### src/rtl/rv32_mc_pkg.sv
// rtl/rv32_mc_pkg.sv - shared types, encodings and opcode constants for the multicycle controller
package rv32_mc_pkg;

    typedef enum logic [4:0] {
        ALU_ADD  = 5'd0,
        ALU_SUB  = 5'd1,
        ALU_SLL  = 5'd2,
        ALU_SRL  = 5'd3,
        ALU_SRA  = 5'd4,
        ALU_SLT  = 5'd5,
        ALU_SLTU = 5'd6,
        ALU_XOR  = 5'd7,
        ALU_OR   = 5'd8,
        ALU_AND  = 5'd9,
        ALU_BEQ  = 5'd10,
        ALU_BNE  = 5'd11,
        ALU_BLT  = 5'd12,
        ALU_BGE  = 5'd13,
        ALU_BLTU = 5'd14,
        ALU_BGEU = 5'd15
    } alu_op_e;

    typedef enum logic [3:0] {
        S_FETCH     = 4'd0,
        S_DECODE    = 4'd1,
        S_EXEC_R    = 4'd2,
        S_EXEC_I    = 4'd3,
        S_EXEC_U    = 4'd4,
        S_WB_ALU    = 4'd5,
        S_MEM_ADDR  = 4'd6,
        S_MEM_RD    = 4'd7,
        S_WB_MEM    = 4'd8,
        S_MEM_WR    = 4'd9,
        S_BRANCH    = 4'd10,
        S_JAL       = 4'd11,
        S_JALR_ADDR = 4'd12,
        S_JALR_WB   = 4'd13
    } state_e;

    typedef enum logic [1:0] {
        SRC1_RS1   = 2'd0,
        SRC1_PC    = 2'd1,
        SRC1_OLDPC = 2'd2,
        SRC1_ZERO  = 2'd3
    } src1_e;

    typedef enum logic [1:0] {
        SRC2_RS2  = 2'd0,
        SRC2_IMM  = 2'd1,
        SRC2_FOUR = 2'd2
    } src2_e;

    typedef enum logic [1:0] {
        WB_ALUOUT = 2'd0,
        WB_MEMDAT = 2'd1,
        WB_LINK   = 2'd2
    } wb_sel_e;

    localparam logic [6:0] OPC_R      = 7'h33;
    localparam logic [6:0] OPC_IMM    = 7'h13;
    localparam logic [6:0] OPC_LOAD   = 7'h03;
    localparam logic [6:0] OPC_STORE  = 7'h23;
    localparam logic [6:0] OPC_BRANCH = 7'h63;
    localparam logic [6:0] OPC_JAL    = 7'h6F;
    localparam logic [6:0] OPC_JALR   = 7'h67;
    localparam logic [6:0] OPC_LUI    = 7'h37;
    localparam logic [6:0] OPC_AUIPC  = 7'h17;

    // Arithmetic/logic op from funct3; alt picks sub over add and sra over srl.
    function automatic alu_op_e arith_op(input logic [2:0] funct3, input logic alt);
        case (funct3)
            3'b000:  return alt ? ALU_SUB : ALU_ADD;
            3'b001:  return ALU_SLL;
            3'b010:  return ALU_SLT;
            3'b011:  return ALU_SLTU;
            3'b100:  return ALU_XOR;
            3'b101:  return alt ? ALU_SRA : ALU_SRL;
            3'b110:  return ALU_OR;
            default: return ALU_AND;
        endcase
    endfunction

endpackage

### src/rtl/mc_alu_op_decode.sv
// rtl/mc_alu_op_decode.sv - state/instruction to ALU operation and illegal-instruction flag
module mc_alu_op_decode
    import rv32_mc_pkg::*;
(
    input  state_e     state,
    input  logic [6:0] opcode,
    input  logic [2:0] funct3,
    input  logic [6:0] funct7,
    output alu_op_e    alu_op,
    output logic       illegal
);

    // Address/PC arithmetic states fall through to ADD; only execute and branch states decode funct fields.
    always_comb begin
        alu_op  = ALU_ADD;
        illegal = 1'b0;
        case (state)
            S_DECODE: begin
                case (opcode)
                    OPC_R, OPC_IMM, OPC_LOAD, OPC_STORE, OPC_BRANCH,
                    OPC_JAL, OPC_JALR, OPC_LUI, OPC_AUIPC: illegal = 1'b0;
                    default:                               illegal = 1'b1;
                endcase
            end
            S_EXEC_R: begin
                if (funct7 == 7'h00 ||
                    (funct7 == 7'h20 && (funct3 == 3'b000 || funct3 == 3'b101)))
                    alu_op = arith_op(funct3, funct7[5]);
                else
                    illegal = 1'b1;
            end
            S_EXEC_I: begin
                if (funct3 == 3'b001) begin
                    if (funct7 != 7'h00) illegal = 1'b1;
                    else                 alu_op  = ALU_SLL;
                end else if (funct3 == 3'b101) begin
                    if ((funct7 & 7'h5F) != 7'h00) illegal = 1'b1;
                    else                           alu_op  = arith_op(funct3, funct7[5]);
                end else begin
                    // funct7 bits are immediate bits here, so addi never becomes sub
                    alu_op = arith_op(funct3, 1'b0);
                end
            end
            S_BRANCH: begin
                case (funct3)
                    3'b000:  alu_op  = ALU_BEQ;
                    3'b001:  alu_op  = ALU_BNE;
                    3'b100:  alu_op  = ALU_BLT;
                    3'b101:  alu_op  = ALU_BGE;
                    3'b110:  alu_op  = ALU_BLTU;
                    3'b111:  alu_op  = ALU_BGEU;
                    default: illegal = 1'b1;
                endcase
            end
            default: alu_op = ALU_ADD;
        endcase
    end

endmodule

### src/rtl/mc_control_fsm.sv
// rtl/mc_control_fsm.sv - multicycle RV32I main controller sequencing FETCH/DECODE/EXEC/MEM/WB
module mc_control_fsm
    import rv32_mc_pkg::*;
#(
    parameter int ALU_OP      = 16,
    parameter int RESET_STATE = 0
) (
    input  logic        clk_i,
    input  logic        rst_i,
    input  logic [31:0] instr_i,
    input  logic        branch_feedback_i,
    input  logic        mem_ready_i,
    output logic        mem_req_o,
    output logic        mem_we_o,
    output logic        mem_addr_sel_o,
    output logic        ir_we_o,
    output logic        pc_we_o,
    output logic        pc_src_sel_o,
    output logic [4:0]  ALU_op_o,
    output logic [1:0]  alu_src1_sel_o,
    output logic [1:0]  alu_src2_sel_o,
    output logic        rf_we_o,
    output logic [1:0]  wb_sel_o,
    output logic        illegal_instr_o,
    output logic [3:0]  state_o
);

    localparam state_e RST_ST = state_e'(RESET_STATE[3:0]);

    state_e     state, state_next;
    logic       quiet;
    alu_op_e    dec_op;
    logic       dec_illegal;
    src1_e      src1;
    src2_e      src2;
    wb_sel_e    wb_sel;
    logic [6:0] opcode;
    logic       unused_instr;

    assign opcode       = instr_i[6:0];
    assign unused_instr = ^{instr_i[24:15], instr_i[11:7]};

    mc_alu_op_decode u_alu_dec (
        .state   (state),
        .opcode  (opcode),
        .funct3  (instr_i[14:12]),
        .funct7  (instr_i[31:25]),
        .alu_op  (dec_op),
        .illegal (dec_illegal)
    );

    // State register; quiet keeps every output idle for the cycle after reset so a request dies immediately.
    always_ff @(posedge clk_i) begin
        if (rst_i) begin
            state <= RST_ST;
            quiet <= 1'b1;
        end else begin
            state <= state_next;
            quiet <= 1'b0;
        end
    end

    // Next-state and Moore outputs; pc_we in BRANCH follows the live comparison result.
    always_comb begin
        state_next      = state;
        mem_req_o       = 1'b0;
        mem_we_o        = 1'b0;
        mem_addr_sel_o  = 1'b0;
        ir_we_o         = 1'b0;
        pc_we_o         = 1'b0;
        pc_src_sel_o    = 1'b0;
        src1            = SRC1_RS1;
        src2            = SRC2_RS2;
        rf_we_o         = 1'b0;
        wb_sel          = WB_ALUOUT;
        illegal_instr_o = 1'b0;
        ALU_op_o        = (int'(dec_op) < ALU_OP) ? dec_op : ALU_ADD;
        case (state)
            S_FETCH: begin
                mem_req_o = 1'b1;
                src1      = SRC1_PC;
                src2      = SRC2_FOUR;
                if (mem_ready_i) begin
                    ir_we_o    = 1'b1;
                    pc_we_o    = 1'b1;
                    state_next = S_DECODE;
                end
            end
            S_DECODE: begin
                src1 = SRC1_OLDPC;
                src2 = SRC2_IMM;
                case (opcode)
                    OPC_R:                state_next = S_EXEC_R;
                    OPC_IMM:              state_next = S_EXEC_I;
                    OPC_LOAD, OPC_STORE:  state_next = S_MEM_ADDR;
                    OPC_BRANCH:           state_next = S_BRANCH;
                    OPC_JAL:              state_next = S_JAL;
                    OPC_JALR:             state_next = S_JALR_ADDR;
                    OPC_LUI, OPC_AUIPC:   state_next = S_EXEC_U;
                    default:              state_next = S_FETCH;
                endcase
            end
            S_EXEC_R:    state_next = dec_illegal ? S_FETCH : S_WB_ALU;
            S_EXEC_I: begin
                src2       = SRC2_IMM;
                state_next = dec_illegal ? S_FETCH : S_WB_ALU;
            end
            S_EXEC_U: begin
                src1       = (opcode == OPC_LUI) ? SRC1_ZERO : SRC1_OLDPC;
                src2       = SRC2_IMM;
                state_next = S_WB_ALU;
            end
            S_WB_ALU: begin
                rf_we_o    = 1'b1;
                state_next = S_FETCH;
            end
            S_MEM_ADDR: begin
                src2       = SRC2_IMM;
                state_next = (opcode == OPC_STORE) ? S_MEM_WR : S_MEM_RD;
            end
            S_MEM_RD: begin
                mem_req_o      = 1'b1;
                mem_addr_sel_o = 1'b1;
                if (mem_ready_i) state_next = S_WB_MEM;
            end
            S_WB_MEM: begin
                rf_we_o    = 1'b1;
                wb_sel     = WB_MEMDAT;
                state_next = S_FETCH;
            end
            S_MEM_WR: begin
                mem_req_o      = 1'b1;
                mem_we_o       = 1'b1;
                mem_addr_sel_o = 1'b1;
                if (mem_ready_i) state_next = S_FETCH;
            end
            S_BRANCH: begin
                pc_src_sel_o = 1'b1;
                pc_we_o      = branch_feedback_i & ~dec_illegal;
                state_next   = S_FETCH;
            end
            S_JAL, S_JALR_WB: begin
                rf_we_o      = 1'b1;
                wb_sel       = WB_LINK;
                pc_we_o      = 1'b1;
                pc_src_sel_o = 1'b1;
                state_next   = S_FETCH;
            end
            S_JALR_ADDR: begin
                src2       = SRC2_IMM;
                state_next = S_JALR_WB;
            end
            default: state_next = S_FETCH;
        endcase
        illegal_instr_o = dec_illegal;
        if (quiet) begin
            state_next      = S_FETCH;
            mem_req_o       = 1'b0;
            mem_we_o        = 1'b0;
            mem_addr_sel_o  = 1'b0;
            ir_we_o         = 1'b0;
            pc_we_o         = 1'b0;
            pc_src_sel_o    = 1'b0;
            src1            = SRC1_RS1;
            src2            = SRC2_RS2;
            rf_we_o         = 1'b0;
            wb_sel          = WB_ALUOUT;
            illegal_instr_o = 1'b0;
            ALU_op_o        = ALU_ADD;
        end
    end

    assign alu_src1_sel_o = src1;
    assign alu_src2_sel_o = src2;
    assign wb_sel_o       = wb_sel;
    assign state_o        = state;

endmodule

### config.mk
export PLATFORM = sky130hd
export DESIGN_NAME = mc_control_fsm
export DESIGN_NICKNAME = d
export VERILOG_FILES = /design/src/rtl/rv32_mc_pkg.sv /design/src/rtl/mc_alu_op_decode.sv /design/src/rtl/mc_control_fsm.sv
export SDC_FILE = /design/constraint.sdc
export NUM_CORES = 1
export LEC_CHECK = 0
export CAP_MARGIN = 20
export CORE_AREA = 2 2 56 58
export CTS_CLUSTER_SIZE = 14
export DETAILED_ROUTE_END_ITERATION = 10
export DIE_AREA = 0 0 58 60
export GPL_TIMING_DRIVEN = 0
export PLACE_DENSITY_LB_ADDON = 0.25
export SLEW_MARGIN = 0
export SYNTH_ARGS = -nofsm -noshare
export SYNTH_HDL_FRONTEND = slang
export SYNTH_SLANG_ARGS = --single-unit
### constraint.sdc
create_clock -name clk_i -period 3.5 [get_ports clk_i]
set_input_delay 0.7 -clock clk_i [delete_from_list [all_inputs] [get_ports clk_i]]
set_output_delay 0.7 -clock clk_i [all_outputs]
set_load 0.01 [all_outputs]
==> impl_metrics.csv, run 1 <==
group,metric,value,unit
detailed_routing,totalWireLength,4210,um
setup_path,path_cells,"clkdlybuf4s50_1 > nor4_4 > buf_4 > and4_1 > a211oi_1 > o2bb2ai_1 > clkdlybuf4s50_1",
cells_and_area,layout_common_cells,"clkdlybuf4s50_1, nor2_1, nand3_1, nand2b_1, a21oi_1",
setup_path,required,2800,ps
run_status,status,"finished clean",
synthesis,yosysSeqAreaShare,8.33,%
run,max_cap_viol_count,0,
placed_design,hpwl,3050,um
timing,finalSetupViolations,0,
grt,grt_max_degree,11,
synthesis,netlist_area,1200,um2
cells_and_area,finish.instance_area,1690,um2
placed_design,portBuffers,40,
timing,tightest_slew,513,ps
timing,finClkSkew,3.67,ps
grt,grt_overflow,0,
grt,grt_pass1_vias,1472,
clock_network,cts_tree,"done",
clock_network,postCtsHoldBufs,0,
setup_path,crit_slowest_cell,"clkdlybuf4s50_1",
setup_path,path_common_cell,"clkdlybuf4s50_1",
floorplanning,die_h,60,um
detailed_routing,antenna_left,0,
clock_network,cts_buffer_depth,2,
floorplanning,dieArea,3480,um2
cells_and_area,antenna_cells,0,
clock_network,cts_max_level,1,
synthesis,syn_inst,174,
synthesis,synth_fp_nets,210,
power_and_ir_drop,finalPower,0.236,mW
synthesis,postSynthAreaPerCell,6.90,um2
worst_hold_path,worstHoldPathType,"reg -> reg",
setup_path,setup.worst_path.start,"instr_i[27]",
timing,fin_crit_sh,96.1,%
power_and_ir_drop,max-vdd-ir-drop,162,uV
power_and_ir_drop,netSwitchingFraction,33.8,%
clock_network,numClockSinks,5,
synthesis,synth_edf_count,0,
floorplanning,row_count,20,
floorplanning,die_w,58,um
setup_path,critPathCaptureType,"output port",
grt,grt_antenna_before_repair,0,
power_and_ir_drop,p_int,0.156,mW
setup_path,path_buf_inv,3,
detailed_routing,first_pass_iters,4,
power_and_ir_drop,switching_power,0.0799,mW
setup_path,crit_path_end,"ALU_op_o[0]",
timing,hold_viol,0,
grt,grt_use_total,24.7,%
clock_network,clk-insertion-delay-late,240,ps
setup_path,reg2reg_slack,1860,ps
setup_path,timing.rr.start,"state_o[3]",
timing,grt_setup_unrepaired,"no",
cells_and_area,fillers,285,
grt,grt_pass1_wl,6710,um
detailed_routing,wl_per_cell,16.8,um
timing,relSlewSlack,65.8,%
timing,clock.fmax,297,MHz
cells_and_area,syn_to_final_growth,41.0,%
placed_design,gp_congestion,0.885,
clock_network,cts_buffers,3,
clock_network,cts_root_buffer,"clkbuf_4",
detailed_routing,drtIter0Drc,72,
detailed_routing,vias,1609,
synthesis,synth_cell_types,57,
setup_path,worst_ep_arrival_time,2660,ps
setup_path,critPathMaxFanout,4,
power_and_ir_drop,leakage,0.631,nW
power_and_ir_drop,p_per_area,139,nW/um2
setup_path,worstSetupPathType,"in -> out",
power_and_ir_drop,p_comb_share,47.4,%
setup_path,max_stage_delay,550,ps
synthesis,synth_warnings,0,
setup_path,cp_top_family,"buffers and inverters",
cells_and_area,layout.nets,255,
cells_and_area,layout_commonest_cell,"clkdlybuf4s50_1",
setup_path,r2r_cells,5,
setup_path,path_depth,7,
detailed_routing,viasPerCell,6.41,
cells_and_area,drive_gt1_share,14.2,%
floorplanning,start_util,41.4,%
setup_path,critical_path.startpoint_type,"input pin",
synthesis,postSynth.asyncResetShare,0,%
timing,maxSlewViolCount,0,
synthesis,ys_seq_elements,5,
floorplanning,core,2900,um2
power_and_ir_drop,power_frac_seq,24.9,%
placed_design,place_area,1640,um2
clock_network,clkTransAtPathRegs,40,ps
timing,period_needed,3360,ps
setup_path,regToRegEndpoint,"state_o[0]",
synthesis,synth-main-ff-cell,"dfxtp_1",
power_and_ir_drop,p_clk_share,27.7,%
floorplanning,pin_count,59,
cells_and_area,postLayoutCoreUtil,58.4,%
detailed_routing,drc_errors,0,
==> what timing repair did <==
action,in CTS,in global routing
hold endpoints to repair,0,0
resized for setup,0,11
setup endpoints to repair,1,4
setup buffers,1,0
pin swaps,1,0
==> flip-flops by register name, indices dropped and copies added, names as in the netlist <==
register / count
state_o: 4
quiet: 1
==> per-layer routing <==
metal	routed length [um]	global-route usage, %
met5	0	0
met4	85	8.64
met3	474	6.06
met2	1950	41.1
met1	1700	31.0
==> cell usage after synthesis, types with 3 or more instances <==
cell,count,area (um2)
a211o_1,5,43.8
a211oi_1,5,37.5
a21oi_1,10,50.1
a31oi_1,3,18.8
a32oi_1,3,26.3
and2_1,3,18.8
and3_1,3,18.8
and4bb_2,3,37.5
buf_2,8,40.0
clkbuf_1,6,22.5
dfxtp_1,5,100
inv_1,3,11.3
nand2_1,8,30.0
nand2b_1,11,68.8
nand3_1,12,60.1
nor2_1,14,52.6
nor2b_1,8,50.1
nor3b_1,3,22.5
nor4_1,4,25.0
o21ai_0,7,35.0
xor2_1,3,26.3
==> tightest hold or removal path, cell delays in order (launching register included) <==
cell and delay, ps:
dfxtp_1 390, or3b_4 190, a211oi_1 50, nand3_1 100
o31ai_1 80
==> power by group through the flow <==
stage               Combinational, mW  Sequential, mW  Clock [mW]
CTS                             0.109          0.0589      0.0675
global route                    0.120          0.0590      0.0754
detailed placement              0.108          0.0598           0
floorplan                      0.0571          0.0601           0
finish                          0.112          0.0589      0.0654
global placement                0.104          0.0598           0
==> through the flow <==
stage,hold WS (ps),TNS [ps],cells,worst slack (ps)
finish,864,0,251,138
CTS,852,0,252,42.6
global placement,834,-24.5,247,-24.5
detailed placement,837,-52.6,247,-52.6
global route,920,0,251,20.2
floorplan,728,0,174,1030
==> logic make-up after synthesis <==
| family | synth area share [%] |
|---|---|
| simple gates | 45.0 |
| compound gates | 32.2 |
| buf+inv | 9.58 |
| xor+xnor | 3.65 |
| flops | 8.33 |
| mux | 0.937 |
| other cells | 0.312 |
==> cell type report <==
class | instances | area [um2] | share of cell area (%)
sequential | 5 | 100 | 5.91
clock buffer | 4 | 26.3 | 1.55
timing repair buffer | 41 | 415 | 24.5
inverter | 4 | 15.0 | 0.886
buffer | 17 | 103 | 6.06
multi-input combinational | 147 | 993 | 58.6
tap | 33 | 41.3 | 2.44
==> worst min-delay path by stage <==
stage	to	depth (start not counted)	start
6_report	state_o[0]	4	state_o[3]
5_1_grt	quiet	1	rst_i
4_1_cts	state_o[2]	4	state_o[3]
3_5_place_dp	state_o[2]	4	state_o[3]
3_3_place_gp	state_o[0]	4	state_o[3]
2_1_floorplan	quiet	0	rst_i
Power figures use the tool's default switching activity.
==> inputs of run 2 (changes only) <==
Settings changed: CORE_AREA 2 2 56 58 to 2 2 71 46, DIE_AREA 0 0 58 60 to 0 0 73 48.
==> impl_metrics.csv, run 2 (synthesis results as in run 1) <==
group,metric,value,unit
run_status,status,"finished clean",
power_and_ir_drop,p_per_area,163,nW/um2
setup_path,critPathMaxFanout,4,
detailed_routing,drtIter0Drc,197,
detailed_routing,wl_per_cell,17.2,um
clock_network,cts_buffers,3,
timing,finalSetupViolations,0,
cells_and_area,layout.nets,256,
timing,finClkSkew,1.97,ps
power_and_ir_drop,switching_power,0.0883,mW
setup_path,required,2800,ps
worst_hold_path,worstHoldPathType,"reg -> reg",
floorplanning,die_w,73,um
grt,grt_use_total,25.0,%
cells_and_area,antenna_cells,0,
timing,hold_viol,0,
timing,fin_ws,76.5,ps
floorplanning,die_h,48,um
setup_path,r2r_cells,6,
placed_design,dp_cells,248,
power_and_ir_drop,netSwitchingFraction,31.8,%
placed_design,dp_slack,-80.1,ps
detailed_routing,viasPerCell,6.19,
setup_path,reg2reg_slack,1820,ps
cells_and_area,layout_common_cells,"clkdlybuf4s50_1, nor2_1, nand3_1, nand2b_1, a21oi_1",
timing,fin_crit_sh,97.8,%
setup_path,critical_path.startpoint_type,"input pin",
power_and_ir_drop,p_comb_share,40.6,%
placed_design,portBuffers,40,
placed_design,hpwl,3310,um
power_and_ir_drop,p_clk_share,38.1,%
power_and_ir_drop,power_frac_seq,21.3,%
floorplanning,row_count,15,
clock_network,cts_buffer_depth,2,
setup_path,path_common_cell,"clkdlybuf4s50_1",
floorplanning,pin_count,59,
floorplanning,start_util,43.0,%
timing,maxSlewViolCount,0,
power_and_ir_drop,p_int,0.190,mW
cells_and_area,drive_gt1_share,13.2,%
grt,grt_max_degree,11,
cells_and_area,largest_reg_flops,4,
setup_path,worstSetupPathType,"in -> out",
worst_hold_path,whs_path_depth,4,
timing,grt_setup_unrepaired,"no",
floorplanning,core,2800,um2
clock_network,cts_tree,"done",
detailed_routing,first_pass_iters,4,
clock_network,cts_root_buffer,"clkbuf_8",
setup_path,crit_slowest_cell,"clkdlybuf4s50_1",
setup_path,worst_ep_arrival_time,2720,ps
setup_path,max_stage_delay,560,ps
cells_and_area,syn_to_final_growth,42.1,%
power_and_ir_drop,max-vdd-ir-drop,218,uV
clock_network,clk-insertion-delay-late,220,ps
detailed_routing,drc_errors,0,
detailed_routing,vias,1566,
timing,clock.fmax,292,MHz
clock_network,clkTransAtPathRegs,40,ps
power_and_ir_drop,leakage,0.630,nW
clock_network,cts_max_level,1,
grt,grt_pass1_vias,1378,
grt,grt_pass1_wl,6730,um
timing,period_needed,3420,ps
setup_path,path_cells,"clkdlybuf4s50_1 > nor4_4 > buf_4 > and4_1 > a211oi_1 > o2bb2ai_1 > clkdlybuf4s50_1",
detailed_routing,totalWireLength,4340,um
cells_and_area,final_cells,253,
setup_path,critPathCaptureType,"output port",
clock_network,numClockSinks,5,
cells_and_area,layout_commonest_cell,"clkdlybuf4s50_1",
grt,grt_overflow,0,
clock_network,postCtsHoldBufs,0,
floorplanning,dieArea,3500,um2
placed_design,gp_congestion,0.963,
grt,grt_antenna_before_repair,0,
detailed_routing,antenna_left,0,
run,max_cap_viol_count,0,
run 2: cell count changes in the layout (fill, tap and decap cells not counted):
| cell | delta |
|---|---|
| buf_2 | +1 |
| nor2b_2 | -3 |
| clkinv_2 | +1 |
| clkdlybuf4s50_1 | +1 |
| dlymetal6s2s_1 | -1 |
| clkbuf_8 | +3 |
| clkbuf_4 | -4 |
| nor2b_1 | +3 |
run 2: timing repair:
| item | 4_1_cts | 5_1_grt |
|---|---|---|
| gates resized for setup | 0 | 6 |
| endpoints found under the setup margin | 1 | 5 |
| pin swaps | 1 | 0 |
| buffers inserted | 1 | 0 |
run 2: through the flow:
| step | hold slack (ps) | utilization, % | area, um2 | TNS [ps] | total power, mW |
|---|---|---|---|---|---|
| 4_1_cts | 870 | 60.7 | 1700 | 0 | 0.276 |
| 3_5_place_dp | 859 | 58.8 | 1640 | -80.1 | 0.168 |
| 6_report | 871 | 61.0 | 1710 | 0 | 0.278 |
| 2_1_floorplan | 728 | - | 1200 | 0 | 0.117 |
| 3_3_place_gp | 852 | 58.8 | 1640 | -44.9 | 0.165 |
| 5_1_grt | 951 | 61.0 | 1710 | 0 | 0.291 |
run 2: path summary, 6_finish.rpt:
check               from          end
max          instr_i[27]  ALU_op_o[0]
min           state_o[3]   state_o[0]
max reg2reg   state_o[2]   state_o[2]
min reg2reg   state_o[3]   state_o[0]
run 2: per-layer routing:
metal | routed length [um] | track usage [%] | part of all wire, %
met1 | 2060 | 37.4 | 48
met2 | 1800 | 37.3 | 41
met3 | 445 | 6.11 | 10
met4 | 32 | 1.85 | 0.74
met5 | 0 | 0 | 0
run 2: layout make-up:
class                           count  area (um2)
Inverter                            4        15.0
Sequential cell                     5         100
Tap cell                           34        42.5
Timing Repair Buffer               41         413
Buffer                             18         104
Clock buffer                        3        41.3
Clock inverter                      1        5.00
Fill cell                         257        1090
Multi-Input combinational cell    147         986
run 2: worst max-delay path: cells and delay by family:
kind / cells / cell delay (ps)
compound gates: 2 / 250
buf+inv: 3 / 1180
simple gates: 2 / 590
run 2: power groups by stage:
| stage | Sequential [mW] | Clock (mW) | Combinational [mW] |
|---|---|---|---|
| final | 0.0591 | 0.106 | 0.113 |
| after global routing | 0.0591 | 0.112 | 0.120 |
| after CTS | 0.0591 | 0.107 | 0.110 |
| after detailed placement | 0.0599 | 0 | 0.109 |
| after global placement | 0.0598 | 0 | 0.106 |
| after floorplan | 0.0601 | 0 | 0.0571 |
==> inputs of run 3 (changes only) <==
--- a/config.mk
+++ b/config.mk
@@ -14,2 +14,3 @@
 export PLACE_DENSITY_LB_ADDON = 0.25
+export SKIP_CTS_REPAIR_TIMING = 1
 export SLEW_MARGIN = 0
--- a/constraint.sdc
+++ b/constraint.sdc
@@ -3,2 +3,2 @@
 set_output_delay 0.7 -clock clk_i [all_outputs]
-set_load 0.01 [all_outputs]
+set_load 0.05 [all_outputs]
==> impl_metrics.csv, run 3 (synthesis results as in run 1) <==
group,metric,value,unit
setup_path,worstSetupPathType,"in -> out",
clock_network,cts_root_buffer,"clkbuf_8",
cells_and_area,drive_gt1_share,13.3,%
grt,grt_overflow,0,
placed_design,hpwl,3300,um
floorplanning,row_count,15,
cells_and_area,layout_commonest_cell,"clkdlybuf4s50_1",
power_and_ir_drop,max-vdd-ir-drop,123,uV
cells_and_area,layout.nets,255,
power_and_ir_drop,switching_power,0.109,mW
grt,grt_pass1_wl,6600,um
worst_hold_path,worstHoldPathType,"reg -> reg",
floorplanning,die_h,48,um
floorplanning,start_util,43.0,%
timing,clock.fmax,303,MHz
cells_and_area,syn_to_final_growth,42.1,%
setup_path,critical_path.startpoint_type,"input pin",
clock_network,cts_max_level,1,
clock_network,cts_buffer_depth,2,
timing,grt_setup_unrepaired,"no",
run_status,status,"finished clean",
grt,grt_pass1_vias,1390,
detailed_routing,vias,1584,
clock_network,cts_buffers,3,
cells_and_area,layout_common_cells,"clkdlybuf4s50_1, nor2_1, nand3_1, nand2b_1, a21oi_1",
timing,period_needed,3300,ps
setup_path,critPathCaptureType,"output port",
clock_network,numClockSinks,5,
timing,maxSlewViolCount,0,
power_and_ir_drop,netSwitchingFraction,36.5,%
setup_path,critPathMaxFanout,5,
cells_and_area,largest_reg_flops,4,
power_and_ir_drop,p_int,0.189,mW
timing,fin_hold_ws,917,ps
cells_and_area,antenna_cells,0,
detailed_routing,drtIter0Drc,216,
setup_path,worst_ep_arrival_time,2600,ps
setup_path,max_stage_delay,440,ps
setup_path,reg2reg_slack,1830,ps
detailed_routing,viasPerCell,6.29,
grt,grt_max_degree,11,
power_and_ir_drop,p_per_area,174,nW/um2
grt,grt_use_total,24.5,%
power_and_ir_drop,leakage,0.684,nW
run,max_cap_viol_count,0,
timing,finClkSkew,3.51,ps
placed_design,portBuffers,40,
grt,grt_antenna_before_repair,0,
timing,fin_crit_sh,94.3,%
cells_and_area,finish.instance_area,1710,um2
detailed_routing,first_pass_iters,4,
detailed_routing,antenna_left,0,
detailed_routing,drc_errors,0,
timing,relSlewSlack,66.2,%
floorplanning,die_w,73,um
power_and_ir_drop,finalPower,0.297,mW
detailed_routing,wl_per_cell,16.9,um
setup_path,crit_slowest_cell,"clkdlybuf4s50_1",
detailed_routing,totalWireLength,4250,um
floorplanning,dieArea,3500,um2
floorplanning,core,2800,um2
power_and_ir_drop,p_comb_share,43.7,%
clock_network,cts_tree,"done",
timing,finalSetupViolations,0,
setup_path,cp_top_family,"buffers and inverters",
floorplanning,pin_count,59,
placed_design,place_area,1650,um2
clock_network,clk-insertion-delay-late,220,ps
timing,hold_viol,0,
placed_design,gp_congestion,0.959,
setup_path,required,2800,ps
power_and_ir_drop,p_clk_share,36.5,%
timing,tightest_slew,506,ps
power_and_ir_drop,power_frac_seq,19.8,%
clock_network,clkTransAtPathRegs,40,ps
setup_path,path_cells,"clkdlybuf4s50_1 > nor4_4 > nand3b_1 > a211o_1 > a221oi_2 > clkbuf_2",
setup_path,path_buf_inv,2,
## run 3: cell types whose count changed in the layout (fill, tap and decap cells not counted), sizes merged
cell / change
clkdlybuf4s50: -5
dlymetal6s2s: +4
## run 3: final timing paths
check	from	to	depth (start not counted)
hold reg to reg	state_o[3]	state_o[0]	4
hold / removal	state_o[3]	state_o[0]	4
setup reg to reg	state_o[3]	state_o[0]	5
setup / recovery	instr_i[26]	ALU_op_o[3]	6
## run 3: layer usage
layer / share of wire, % / track usage (%)
met1: 48 / 35.3
met5: 0 / 0
met2: 42 / 37.7
met4: 0.49 / 4.44
met3: 9.3 / 5.89
## run 3: power groups by stage
stage	Combinational, mW	Sequential [mW]	Clock (mW)
after floorplan	0.0749	0.0621	0
after global placement	0.125	0.0598	0
after detailed placement	0.128	0.0598	0
after CTS	0.128	0.0590	0.111
after global routing	0.138	0.0591	0.117
final	0.130	0.0590	0.109
## run 3: worst register-to-register path, stage by stage, from the launching register on
cell and delay (ps):
dfxtp_1 340, buf_2 200, or2_1 310, nor3_2 330
a221oi_1 130, o31ai_1 260
## run 3: per-stage QoR
stage | TNS (ps) | cells | utilization (%) | setup slack (ps)
floorplan | 0 | 174 | - | 209
global placement | -936 | 248 | 59.0 | -309
detailed placement | -981 | 248 | 59.0 | -338
CTS | -1050 | 252 | 60.7 | -338
global route | 0 | 252 | 61.0 | 63.0
finish | 0 | 252 | 61.0 | 199
## run 3: layout make-up
class,count,area (um2)
timing repair buffer,40,410
buffer,18,100
fill,249,1090
clock inverter,1,5.00
inverter,4,15.0
clock buffer,3,41.3
sequential,5,100
multi-input combinational,147,992
tap,34,42.5
